==> src/rtl/ifmap_skew_feeder.sv <==
// ifmap_skew_feeder: accepts one ifmap column vector per cycle and fans it
// out to the systolic array rows. Row r sees lane r delayed by r extra
// cycles, which forms the diagonal wavefront. The block also tracks tile
// boundaries, drains the skew after the last vector, and reports tile
// completion and tile length.
//
// Optional build macro: IFEED_ZERO_BUBBLE_EN
//   defined   - I_in lane r reads 0 in every cycle where I_en[r] is 0
//   undefined - I_in lane r holds its last valid element through bubbles,
//               which keeps the array-side data bus from toggling
//
// FSM:
//   state  | meaning
//   IDLE   | between tiles, ready for a tile's first vector, vec_cnt = 0
//   STREAM | inside a tile, counting accepted vectors
//   FLUSH  | last vector taken, waiting ROWS-1 cycles for the skew to drain
module ifmap_skew_feeder #(
  parameter int ROWS           = 4,
  parameter int IFMAP_BITWIDTH = 16,
  parameter int MAX_K          = 256,
  localparam int CW            = $clog2(MAX_K + 1)
) (
  input  logic                           clk,
  input  logic                           rst,
  input  logic                           s_valid,
  output logic                           s_ready,
  input  logic [ROWS*IFMAP_BITWIDTH-1:0] s_data,
  input  logic                           s_last,
  output logic [ROWS-1:0]                I_en,
  output logic [ROWS*IFMAP_BITWIDTH-1:0] I_in,
  output logic                           tile_done,
  output logic [CW-1:0]                  tile_len,
  output logic                           err_overflow
);

  localparam int W = IFMAP_BITWIDTH;
  // flush_cnt only has to hold ROWS-1; keep at least one bit for ROWS==1
  localparam int FW = (ROWS > 1) ? $clog2(ROWS) : 1;
  localparam logic [CW-1:0] CNT_MAX = CW'(MAX_K);
  localparam logic [FW-1:0] FLUSH_INIT = FW'(ROWS - 1);
  localparam logic [FW-1:0] FLUSH_ONE = FW'(1);
  // with one row there is no skew to drain, so the tile ends on the last accept
  localparam bit SINGLE_ROW = (ROWS == 1);

  typedef enum logic [1:0] {
    IDLE   = 2'd0,
    STREAM = 2'd1,
    FLUSH  = 2'd2
  } state_t;

  state_t        state;
  logic [CW-1:0] vec_cnt;
  logic [CW-1:0] vec_cnt_inc;
  logic [FW-1:0] flush_cnt;
  logic          accept;
  logic          at_max;

  // ready depends on state alone so upstream can never form a loop through valid
  assign s_ready = (state != FLUSH);
  assign accept  = s_valid && s_ready;
  assign at_max  = (vec_cnt == CNT_MAX);

  // saturating increment; an overlong tile pins the count at MAX_K
  always_comb begin
    vec_cnt_inc = vec_cnt;
    if (!at_max) begin
      vec_cnt_inc = vec_cnt + CW'(1);
    end
  end

  // Per-lane skew chains. Lane r holds r+1 stages of {en,data}, and its last
  // stage drives row r. Stage 0 captures every edge, so a cycle with no
  // accept moves through the chain as a bubble. The array gives no
  // backpressure, so these chains never stall.
  for (genvar r = 0; r < ROWS; r++) begin : g_lane
    logic [r:0]   en_q;
    logic [W-1:0] data_q [0:r];

    // shift {en,data} one stage per cycle; data handling on bubbles depends on the build
    always_ff @(posedge clk or posedge rst) begin
      if (rst) begin
        en_q <= '0;
        for (int k = 0; k <= r; k++) begin
          data_q[k] <= '0;
        end
      end else begin
        en_q[0] <= accept;
`ifdef IFEED_ZERO_BUBBLE_EN
        data_q[0] <= accept ? s_data[r*W +: W] : '0;
`else
        if (accept) begin
          data_q[0] <= s_data[r*W +: W];
        end
`endif
        for (int k = 1; k <= r; k++) begin
          en_q[k] <= en_q[k-1];
`ifdef IFEED_ZERO_BUBBLE_EN
          data_q[k] <= en_q[k-1] ? data_q[k-1] : '0;
`else
          if (en_q[k-1]) begin
            data_q[k] <= data_q[k-1];
          end
`endif
        end
      end
    end

    assign I_en[r]         = en_q[r];
    assign I_in[r*W +: W]  = data_q[r];
  end

  // Tile FSM with registered tile_done, tile_len and sticky err_overflow.
  // tile_done fires on the edge that also moves the last vector onto row
  // ROWS-1, so the pulse lines up with that row's final I_en.
  always_ff @(posedge clk or posedge rst) begin
    if (rst) begin
      state        <= IDLE;
      vec_cnt      <= '0;
      flush_cnt    <= '0;
      tile_done    <= 1'b0;
      tile_len     <= '0;
      err_overflow <= 1'b0;
    end else begin
      tile_done <= 1'b0;
      case (state)
        IDLE, STREAM: begin
          if (accept) begin
            if (!s_last && at_max) begin
              err_overflow <= 1'b1;
            end
            if (s_last) begin
              if (SINGLE_ROW) begin
                tile_done <= 1'b1;
                tile_len  <= vec_cnt_inc;
                vec_cnt   <= '0;
                state     <= IDLE;
              end else begin
                vec_cnt   <= vec_cnt_inc;
                flush_cnt <= FLUSH_INIT;
                state     <= FLUSH;
              end
            end else begin
              vec_cnt <= vec_cnt_inc;
              state   <= STREAM;
            end
          end
        end
        FLUSH: begin
          flush_cnt <= flush_cnt - FW'(1);
          if (flush_cnt == FLUSH_ONE) begin
            tile_done <= 1'b1;
            tile_len  <= vec_cnt;
            vec_cnt   <= '0;
            state     <= IDLE;
          end
        end
        default: begin
          state   <= IDLE;
          vec_cnt <= '0;
        end
      endcase
    end
  end

endmodule

==> config.mk <==
export PLATFORM = sky130hd
export DESIGN_NAME = ifmap_skew_feeder
export DESIGN_NICKNAME = d
export VERILOG_FILES = /design/src/rtl/ifmap_skew_feeder.sv
export SDC_FILE = /design/constraint.sdc
export NUM_CORES = 1
export LEC_CHECK = 0
export BUFFER_PORTS_ARGS = -buffer_cell sky130_fd_sc_hd__buf_2
export CAP_MARGIN = 40
export CORE_MARGIN = 4
export CORE_UTILIZATION = 25
export CTS_CLUSTER_DIAMETER = 60
export DETAILED_ROUTE_END_ITERATION = 8
export PLACE_DENSITY_LB_ADDON = 0.05
export SLEW_MARGIN = 10
export SYNTH_ARGS = -nofsm -noshare
export SYNTH_HDL_FRONTEND = slang
export SYNTH_SLANG_ARGS = --single-unit
==> constraint.sdc <==
create_clock -name clk -period 5.95 [get_ports clk]
set_input_delay 0.2975 -clock clk [delete_from_list [all_inputs] [get_ports clk]]
set_output_delay 0.2975 -clock clk [all_outputs]
set_load 0.03 [all_outputs]
==> results.py, run 1 <==
metrics = {
    "yosys": {
        "synth_compound_area_share_pct": 2.28,
        "syn_inst": 503,
        "synth-edff-count": 0,
        "synth_fa_ha_area_share_pct": 0.496,
        "synth_top_flop_cell": "dfrtp_1",
        "synthesis.area_um2": 7570,
        "ys_types": 39,
        "synth_commonest_cells": "dfrtp_1 (188), mux2_2 (128), buf_4 (50), mux2_1 (40), nand2_1 (11)",
        "yosys.area_share.simple_pct": 2.64,
        "ys_seq_area_share_pct": 62.1,
        "synth.area.mux_share_pct": 25.1,
        "async_reset_ff_share_pct": 100,
        "ys_warn_count": 0,
        "synth.avg_cell_area_um2": 15.1,
        "synth_xor_area_share_pct": 0.347,
        "synth_area_leaders": "dfrtp_1 (62%), mux2_2 (19%), mux2_1 (5.9%), buf_4 (5.0%), buf_6 (0.74%)",
        "yosysTopAreaCell": "dfrtp_1",
        "synth_top_family_by_area": "multiplexers",
        "synthMostInstantiatedCell": "dfrtp_1",
        "syn-num-nets": 574,
        "netlist.area_leader.share_pct": 62.1,
        "ys_ff_latch": 188,
    },
    "layout": {
        "fillers": 3053,
        "regArea_um2": 4710,
        "stdcell_count": 1008,
        "drive_above_1_share_pct": 52.3,
        "diodes": 0,
        "multi_input_area_um2": 2340,
        "syn2layout_area_growth_pct": 19.1,
        "fin_nets": 676,
    },
    "drt": {
        "drt_wl_total_um": 16000,
        "dr.pass1.iters": 4,
        "drtIter0Drc": 160,
        "drc": 0,
        "viasPerCell": 4.12,
        "avgRoutedWirePerCell_um": 15.9,
        "ant_nets": 0,
        "vias": 4150,
    },
    "power_and_ir_drop": {
        "p_leak_uw": 0.00405,
        "power.density_nw_per_um2": 552,
        "ir_worst_vdd_uv": 165,
    },
    "global_route": {
        "grt_max_degree": 101,
        "track_usage_pct": 10.1,
        "grt-ovfl-total": 0,
        "grt_pass1_vias": 4644,
        "antenna_found_initial": 0,
        "grt_pass1_wl_um": 26200,
    },
    "timing": {
        "tightest_slew_ps": 768,
        "fin_crit_sh_pct": 48.5,
        "setup_viol": 0,
        "rsz0062_at_grt": "no",
        "slew_viol_final": 0,
        "hold_viol_final": 0,
        "period_minus_slack_ps": 2890,
        "slew_headroom_pct": 48.8,
        "fin_tns_setup_ps": 0,
        "clock_skew_ps": 18.4,
        "fmax_mhz": 347,
    },
    "placed_design": {
        "io_buffer_count": 147,
        "dp.cells": 975,
        "gp_congestion": 0.703,
        "dp_hpwl_um": 10500,
    },
    "clock_network": {
        "ctsResizeCount": 0,
        "clk_pin_slew_ps": 80,
        "h-tree-depth": 4,
        "clkSinkCount": 188,
        "cts_tree": "done",
        "cts_buffer_depth": 2,
        "clk_latency_ps": 430,
        "cts_buffers": 17,
        "cts_root_buf": "clkbuf_16",
    },
    "die": {
        "start_util_pct": 25.4,
        "design.core.area_um2": 29800,
        "die_y_um": 182,
        "die_w_um": 182,
        "rows": 63,
        "fp.dieArea_um2": 33100,
        "pin_count": 148,
    },
    "worst_setup_path": {
        "required_ps": 6250,
        "critical_path_class": "reg2reg",
        "crit_fanout": 37,
        "cp.arrival_ps": 3190,
        "crit_path_end_kind": "flip-flop",
        "crit_chain": "nor2b_2 > inv_2 > nand2_1 > clkinv_2 > buf_4 > mux2_1",
        "max_stage_delay_ps": 800,
        "r2r_slack_ps": 3060,
        "critPathSlowestCell": "dfrtp_1",
        "critPathLaunchType": "flip-flop",
    },
    "outcome": {
        "status": "finished, final reports clean",
    },
    "min_path": {
        "hold_class": "in2reg",
    },
    "flow_run": {
        "maxCapViolCount": 0,
    },
}
## critical path, delay by kind of cell (launching register included)
family,cells,cell delay (ps)
buffers and inverters,3,1100
DFF,1,800
muxes,1,380
and+or+nand+nor,2,440
## flip-flops by register name, summed over array words and instances, names as in the netlist
name,count
state,2
tile_done,1
err_overflow,1
flush_cnt,2
g_lane.data_q,112
vec_cnt,9
tile_len,9
I_in,48
g_lane.en_q,4
## placed cells by master (no fill, tap or decap), drive strengths merged, types with 3 or more instances in the layout
master	instances
ha	3
nor2	7
xor2	3
buf	153
a21oi	3
mux2	168
nand3	5
nor3	3
dfrtp	188
clkbuf	17
nand2	11
o21ai	8
clkinv	7
inv	15
## path summary, 6_finish.rpt
check	startpoint	to	depth (start not counted)
min in group asynchronous	rst	g_lane[0].data_q[12]	3
worst min-delay path	s_data[18]	g_lane[1].data_q[18]	2
worst max-delay path	state[1]	g_lane[2].data_q[44]	6
worst max register to register	state[1]	g_lane[2].data_q[44]	6
max in group asynchronous	rst	I_in[46]	4
worst min register to register	err_overflow	err_overflow	1
## where the power goes
part	switching, µW	total (µW)	leakage, µW	internal (µW)
combinational	928	1670	0.00151	740
sequential	320	2150	0.00224	1830
clock	552	1160	0.000296	603
## cell families (layout without fill, tap and decap cells)
| family | Yosys count | count (layout) |
|---|---|---|
| flip-flops | 188 | 188 |
| multiplexers | 169 | 169 |
| buffers and inverters | 79 | 194 |
| AND/OR/NAND/NOR | 37 | 37 |
| AO/OA/AOI/OAI | 24 | 24 |
| adder cells (fa/ha/maj) | 3 | 3 |
| XOR/XNOR | 3 | 3 |
## timing repair
action	CTS	global route
setup buffers	0	0
hold endpoints to repair	30	0
setup endpoints to repair	0	0
hold buffers	1	0
## routing by layer
| metal | track usage (%) | up-vias | share of wire, % |
|---|---|---|---|
| met1 | 12.5 | 2152 | 44 |
| li1 | - | 1904 | - |
| met4 | 3.15 | 0 | 1.1 |
| met2 | 16.9 | 85 | 51 |
| met5 | 0 | - | 0 |
| met3 | 3.10 | 9 | 4.7 |
## cell type report
type / instances / area share, %
sequential: 188 / 52.2
multi-input combinational: 236 / 25.9
timing repair buffer: 154 / 9.35
tap: 390 / 5.41
clock buffer: 17 / 4.72
clock inverter: 15 / 1.93
inverter: 8 / 0.430
## per-stage QoR
step / setup slack [ps] / cell area (µm²) / utilization [%] / total power (µW) / hold WS (ps)
floorplan: 539 / 7570 / - / 3620 / 409
global placement: 3060 / 8330 / 28.0 / 3830 / 456
detailed placement: 3000 / 8410 / 28.2 / 3910 / 277
CTS: 2970 / 9010 / 30.3 / 5100 / 52.7
global route: 2800 / 9010 / 30.3 / 5310 / 49.0
finish: 3060 / 9010 / 30.3 / 4980 / 80.5
(Power assumes the default switching activity.)
==> run 2, diff against run 1 <==
- clock period: 5.95 -> 3.01 ns (I/O delays scaled with it)
==> run 2 against run 1 <==
Count of clock-buffer cells in the layout unchanged. Worst setup slack got worse by 2000 ps. Fmax grew 51%. Via count up 7.6%. Combinational power up 100%. Critical path type unchanged. Highest routed layer unchanged.
==> results.py, run 2 (same netlist as run 1, synthesis figures left out) <==
metrics = {
    "outcome": {
        "status": "finished, final reports clean",
    },
    "drt": {
        "dr.pass1.iters": 4,
        "route.met3.wl_um": 743,
        "met2_length_um": 8330,
        "ant_nets": 0,
        "vias": 4465,
        "topRoutingLayerUsed": "met4",
        "drtIter0Drc": 126,
        "drt_wl_total_um": 16400,
        "drc": 0,
        "avgRoutedWirePerCell_um": 15.3,
        "wirelength_met1_um": 7110,
        "viasPerCell": 4.16,
    },
    "power_and_ir_drop": {
        "power_frac_clock_pct": 22.5,
        "internal_power_uw": 6280,
        "p_sw_uw": 3590,
        "p_leak_uw": 0.00432,
        "pwr-share-comb_pct": 34.7,
        "power.share.sequential_pct": 42.8,
        "swShare_pct": 36.4,
        "power.density_nw_per_um2": 1020,
        "ir_worst_vdd_uv": 332,
    },
    "global_route": {
        "grt-ovfl-total": 0,
        "track_usage_pct": 10.4,
        "grt_pass1_wl_um": 27300,
        "grt_max_degree": 90,
        "grt_pass1_vias": 4989,
        "antenna_found_initial": 0,
    },
    "worst_setup_path": {
        "crit_chain": "buf_4 > nor2b_2 > inv_2 > nand2_1 > clkinv_2 > buf_12 > mux2_2",
        "crit_fanout": 66,
        "crit_path_end_kind": "flip-flop",
        "critPathSlowestCell": "mux2_2",
        "required_ps": 3320,
        "max_stage_delay_ps": 380,
        "critical_path_class": "reg2reg",
        "critPathLaunchType": "flip-flop",
        "rr_worst_depth": 7,
        "cp.arrival_ps": 2230,
    },
    "timing": {
        "hold_viol_final": 0,
        "setup_viol": 0,
        "fmax_mhz": 522,
        "period_minus_slack_ps": 1920,
        "fin_crit_sh_pct": 63.7,
        "rsz0062_at_grt": "no",
        "fin_tns_setup_ps": 0,
        "clock_skew_ps": 13.7,
        "tightest_slew_ps": 571,
        "slew_viol_final": 0,
        "slew_headroom_pct": 61.9,
    },
    "layout": {
        "design_area_um2": 9680,
        "largest_reg_flops": 112,
        "final_util_pct": 32.5,
        "layout.cells.most_common": "dfrtp_1",
        "fillers": 3021,
        "multi_input_area_um2": 2340,
        "diodes": 0,
        "layout_common_cells": "dfrtp_1 (186), buf_2 (147), mux2_2 (128)",
        "fin_nets": 742,
        "syn2layout_area_growth_pct": 27.9,
        "drive_above_1_share_pct": 47.5,
        "regArea_um2": 4710,
        "regMostFlops": "g_lane.data_q",
    },
    "min_path": {
        "hold_class": "in2reg",
        "holdPathStages": 3,
    },
    "placed_design": {
        "dpl-instance-area_um2": 8450,
        "dp_hpwl_um": 10400,
        "io_buffer_count": 147,
        "gp_congestion": 0.738,
    },
    "die": {
        "fp.dieArea_um2": 33100,
        "start_util_pct": 25.4,
        "rows": 63,
        "pin_count": 148,
        "die_w_um": 182,
        "design.core.area_um2": 29800,
        "die_y_um": 182,
    },
    "clock_network": {
        "clk_pin_slew_ps": 80,
        "cts_tree": "done",
        "h-tree-depth": 4,
        "ctsResizeCount": 0,
        "cts_root_buf": "clkbuf_16",
        "clkSinkCount": 188,
        "cts_buffers": 17,
        "clk_latency_ps": 430,
        "cts_buffer_depth": 2,
    },
    "flow_run": {
        "maxCapViolCount": 0,
    },
}
run 2: per-layer routing:
layer	up-vias	GRT usage [%]
met1	2321	12.7
li1	2049	-
met4	0	3.54
met2	83	17.6
met3	12	2.92
met5	-	0
run 2: power groups by stage:
stage	logic, µW	registers (µW)	clock network, µW
2_1_floorplan	2850	4300	0
3_3_place_gp	3300	4310	0
3_5_place_dp	3440	4310	0
4_1_cts	3510	4260	2330
5_1_grt	3720	4400	2430
6_report	3420	4230	2220
run 2: critical path: cells and delay by family, from the launching register on:
family | cells | cell delay [ps]
flip-flops | 1 | 360
buffers and inverters | 4 | 730
multiplexers | 1 | 380
AND/OR/NAND/NOR | 2 | 290
run 2: final cells by class:
class                   count  area share [%]
clock buffers              17            4.39
clock inverters            15            1.56
inverters                   8           0.362
multi-input cells         236            24.2
flip-flops and latches    188            48.6
well taps                 390            5.04
repair buffers            220            15.9
run 2: final timing paths:
check / start / to / slack (ps)
worst max-delay path: state[1] / g_lane[0].data_q[12] / 1090
worst min-delay path: s_last / err_overflow / 110
worst max register to register: state[1] / g_lane[0].data_q[12] / 1090
worst min register to register: g_lane[3].data_q[63] / g_lane[3].data_q[63] / 480
max in group asynchronous: rst / g_lane[3].en_q[0] / 1790
min in group asynchronous: rst / err_overflow / 340
run 2: through the flow:
step | power, µW | instances | setup WS (ps) | hold WS (ps)
CTS | 10100 | 1074 | 1060 | 92.8
detailed placement | 7750 | 977 | 1070 | 250
global route | 10500 | 1074 | 971 | 127
global placement | 7610 | 975 | 1090 | 253
finish | 9870 | 1074 | 1090 | 114
floorplan | 7150 | 503 | 439 | 285
run 2: what timing repair did:
action / in CTS / in global routing
endpoints found under the hold margin: 84 / 0
setup endpoints to repair: 0 / 0
buffers inserted: 0 / 0
hold buffers: 65 / 0
==> run 3, diff against run 2 <==
- clock period: 3.01 -> 1.7 ns (I/O delays scaled with it)
==> run 3 against run 2 <==
Core utilization grew 0.70 points. Die area is the same. Fmax grew 18%. Worst hold slack lost 76 ps. Sequential share of layout area shrank 1.0 points. First-iteration DRC count shrank 15%. Clock skew shrank 1.1 ps. Final cell count grew 1.6%. Combinational power grew 86%. Critical path depth shrank 3. Highest routed layer unchanged.
==> results.py, run 3 (same netlist as run 1, synthesis figures left out) <==
metrics = {
    "outcome": {
        "status": "finished, final reports clean",
    },
    "power_and_ir_drop": {
        "p_leak_uw": 0.00443,
        "ir_worst_vdd_uv": 818,
        "power.density_nw_per_um2": 1830,
    },
    "placed_design": {
        "io_buffer_count": 147,
        "place_ws_ps": 87.9,
        "dp_hpwl_um": 11000,
        "dp.cells": 994,
        "gp_congestion": 0.722,
    },
    "min_path": {
        "holdPathStages": 3,
        "hold_class": "in2reg",
    },
    "layout": {
        "drive_above_1_share_pct": 48.9,
        "diodes": 0,
        "largest_reg_flops": 112,
        "layout.cells.most_common": "dfrtp_1",
        "stdcell_count": 1091,
        "regMostFlops": "g_lane.data_q",
        "fin_nets": 759,
        "syn2layout_area_growth_pct": 30.6,
        "layout_common_cells": "dfrtp_1 (186), buf_2 (147), mux2_2 (128)",
    },
    "die": {
        "die_w_um": 182,
        "design.core.area_um2": 29800,
        "die_y_um": 182,
        "pin_count": 148,
        "rows": 63,
        "start_util_pct": 25.4,
        "fp.dieArea_um2": 33100,
    },
    "clock_network": {
        "postCtsSetupBuffers": 0,
        "clk_pin_slew_ps": 80,
        "cts_root_buf": "clkbuf_16",
        "cts_buffers": 17,
        "cts_buffer_depth": 2,
        "clkSinkCount": 188,
        "clk_latency_ps": 430,
        "cts_tree": "done",
        "h-tree-depth": 4,
    },
    "global_route": {
        "grt-ovfl-total": 0,
        "grt_pass1_vias": 4989,
        "track_usage_pct": 10.6,
        "grt_pass1_wl_um": 27900,
        "grt_max_degree": 102,
        "antenna_found_initial": 0,
    },
    "worst_setup_path": {
        "critPathSlowestCell": "or4_4",
        "crit_fanout": 7,
        "critical_path_class": "reg2reg",
        "cp.arrival_ps": 1950,
        "max_stage_delay_ps": 560,
        "crit_path_end_kind": "flip-flop",
        "required_ps": 2020,
        "critPathLaunchType": "flip-flop",
        "crit_chain": "or4_4 > o211ai_4 > nor2_1 > a32o_1",
        "rr_worst_depth": 4,
    },
    "drt": {
        "drtIter0Drc": 107,
        "drt_wl_total_um": 16700,
        "viasPerCell": 4.07,
        "vias": 4436,
        "dr.pass1.iters": 4,
        "ant_nets": 0,
        "drc": 0,
        "avgRoutedWirePerCell_um": 15.3,
    },
    "timing": {
        "fmax_mhz": 615,
        "clock_skew_ps": 12.7,
        "slew_headroom_pct": 61.7,
        "setup_ws_ps": 74.7,
        "hold_viol_final": 0,
        "slew_viol_final": 0,
        "setup_viol": 0,
        "period_minus_slack_ps": 1630,
        "tightest_slew_ps": 575,
        "fin_crit_sh_pct": 95.6,
        "rsz0062_at_grt": "no",
    },
    "flow_run": {
        "maxCapViolCount": 0,
    },
}
-- run 3: layout make-up --
type                       instances  area [µm²]
multi-input combinational        236        2340
tap                              390         488
timing repair buffer             237        1670
fill                            2967       19900
inverter                           8        35.0
clock buffer                      17         425
sequential                       188        4710
clock inverter                    15         216
-- run 3: metal layers --
| metal | vias up | global-route usage (%) | routed length, µm |
|---|---|---|---|
| met3 | 8 | 3.00 | 683 |
| met2 | 77 | 17.5 | 8370 |
| met1 | 2274 | 13.6 | 7490 |
| met5 | - | 0 | 0 |
| li1 | 2077 | - | - |
| met4 | 0 | 2.79 | 140 |
-- run 3: where the power goes --
part	switching, µW	internal [µW]	total (µW)
Combinational	3490	2870	6370
Sequential	952	6420	7370
Clock	2030	2290	4320
-- run 3: metrics by stage --
| step | hold slack [ps] | cell area (µm²) | setup TNS [ps] | util [%] | power (µW) |
|---|---|---|---|---|---|
| after floorplan | 220 | 7580 | -151430 | - | 12700 |
| after global placement | 248 | 8590 | 0 | 28.8 | 13700 |
| after detailed placement | 257 | 8590 | 0 | 28.8 | 13900 |
| after CTS | 14.0 | 9880 | 0 | 33.2 | 18500 |
| after global routing | 16.9 | 9890 | 0 | 33.2 | 19300 |
| final | 38.8 | 9890 | 0 | 33.2 | 18100 |
-- run 3: worst max-delay path, delay by kind of cell, from the launching register on --
| kind | cells | cell delay, ps |
|---|---|---|
| AO/OA/AOI/OAI | 2 | 510 |
| flip-flops | 1 | 390 |
| AND/OR/NAND/NOR | 2 | 630 |
-- run 3: worst paths after layout --
path / start / endpoint / slack (ps)
min reg2reg: g_lane[2].data_q[42] / g_lane[2].data_q[42] / 480
max: vec_cnt[2] / vec_cnt[1] / 70
min: s_last / err_overflow / 40
max reg2reg: vec_cnt[2] / vec_cnt[1] / 70
max in group asynchronous: rst / g_lane[3].en_q[1] / 800
min in group asynchronous: rst / vec_cnt[8] / 340
-- run 3: what timing repair did --
action | 4_1_cts | 5_1_grt
hold buffers | 65 | 0
setup endpoints to repair | 0 | 2
resized for setup | 0 | 1
hold endpoints to repair | 252 | 0
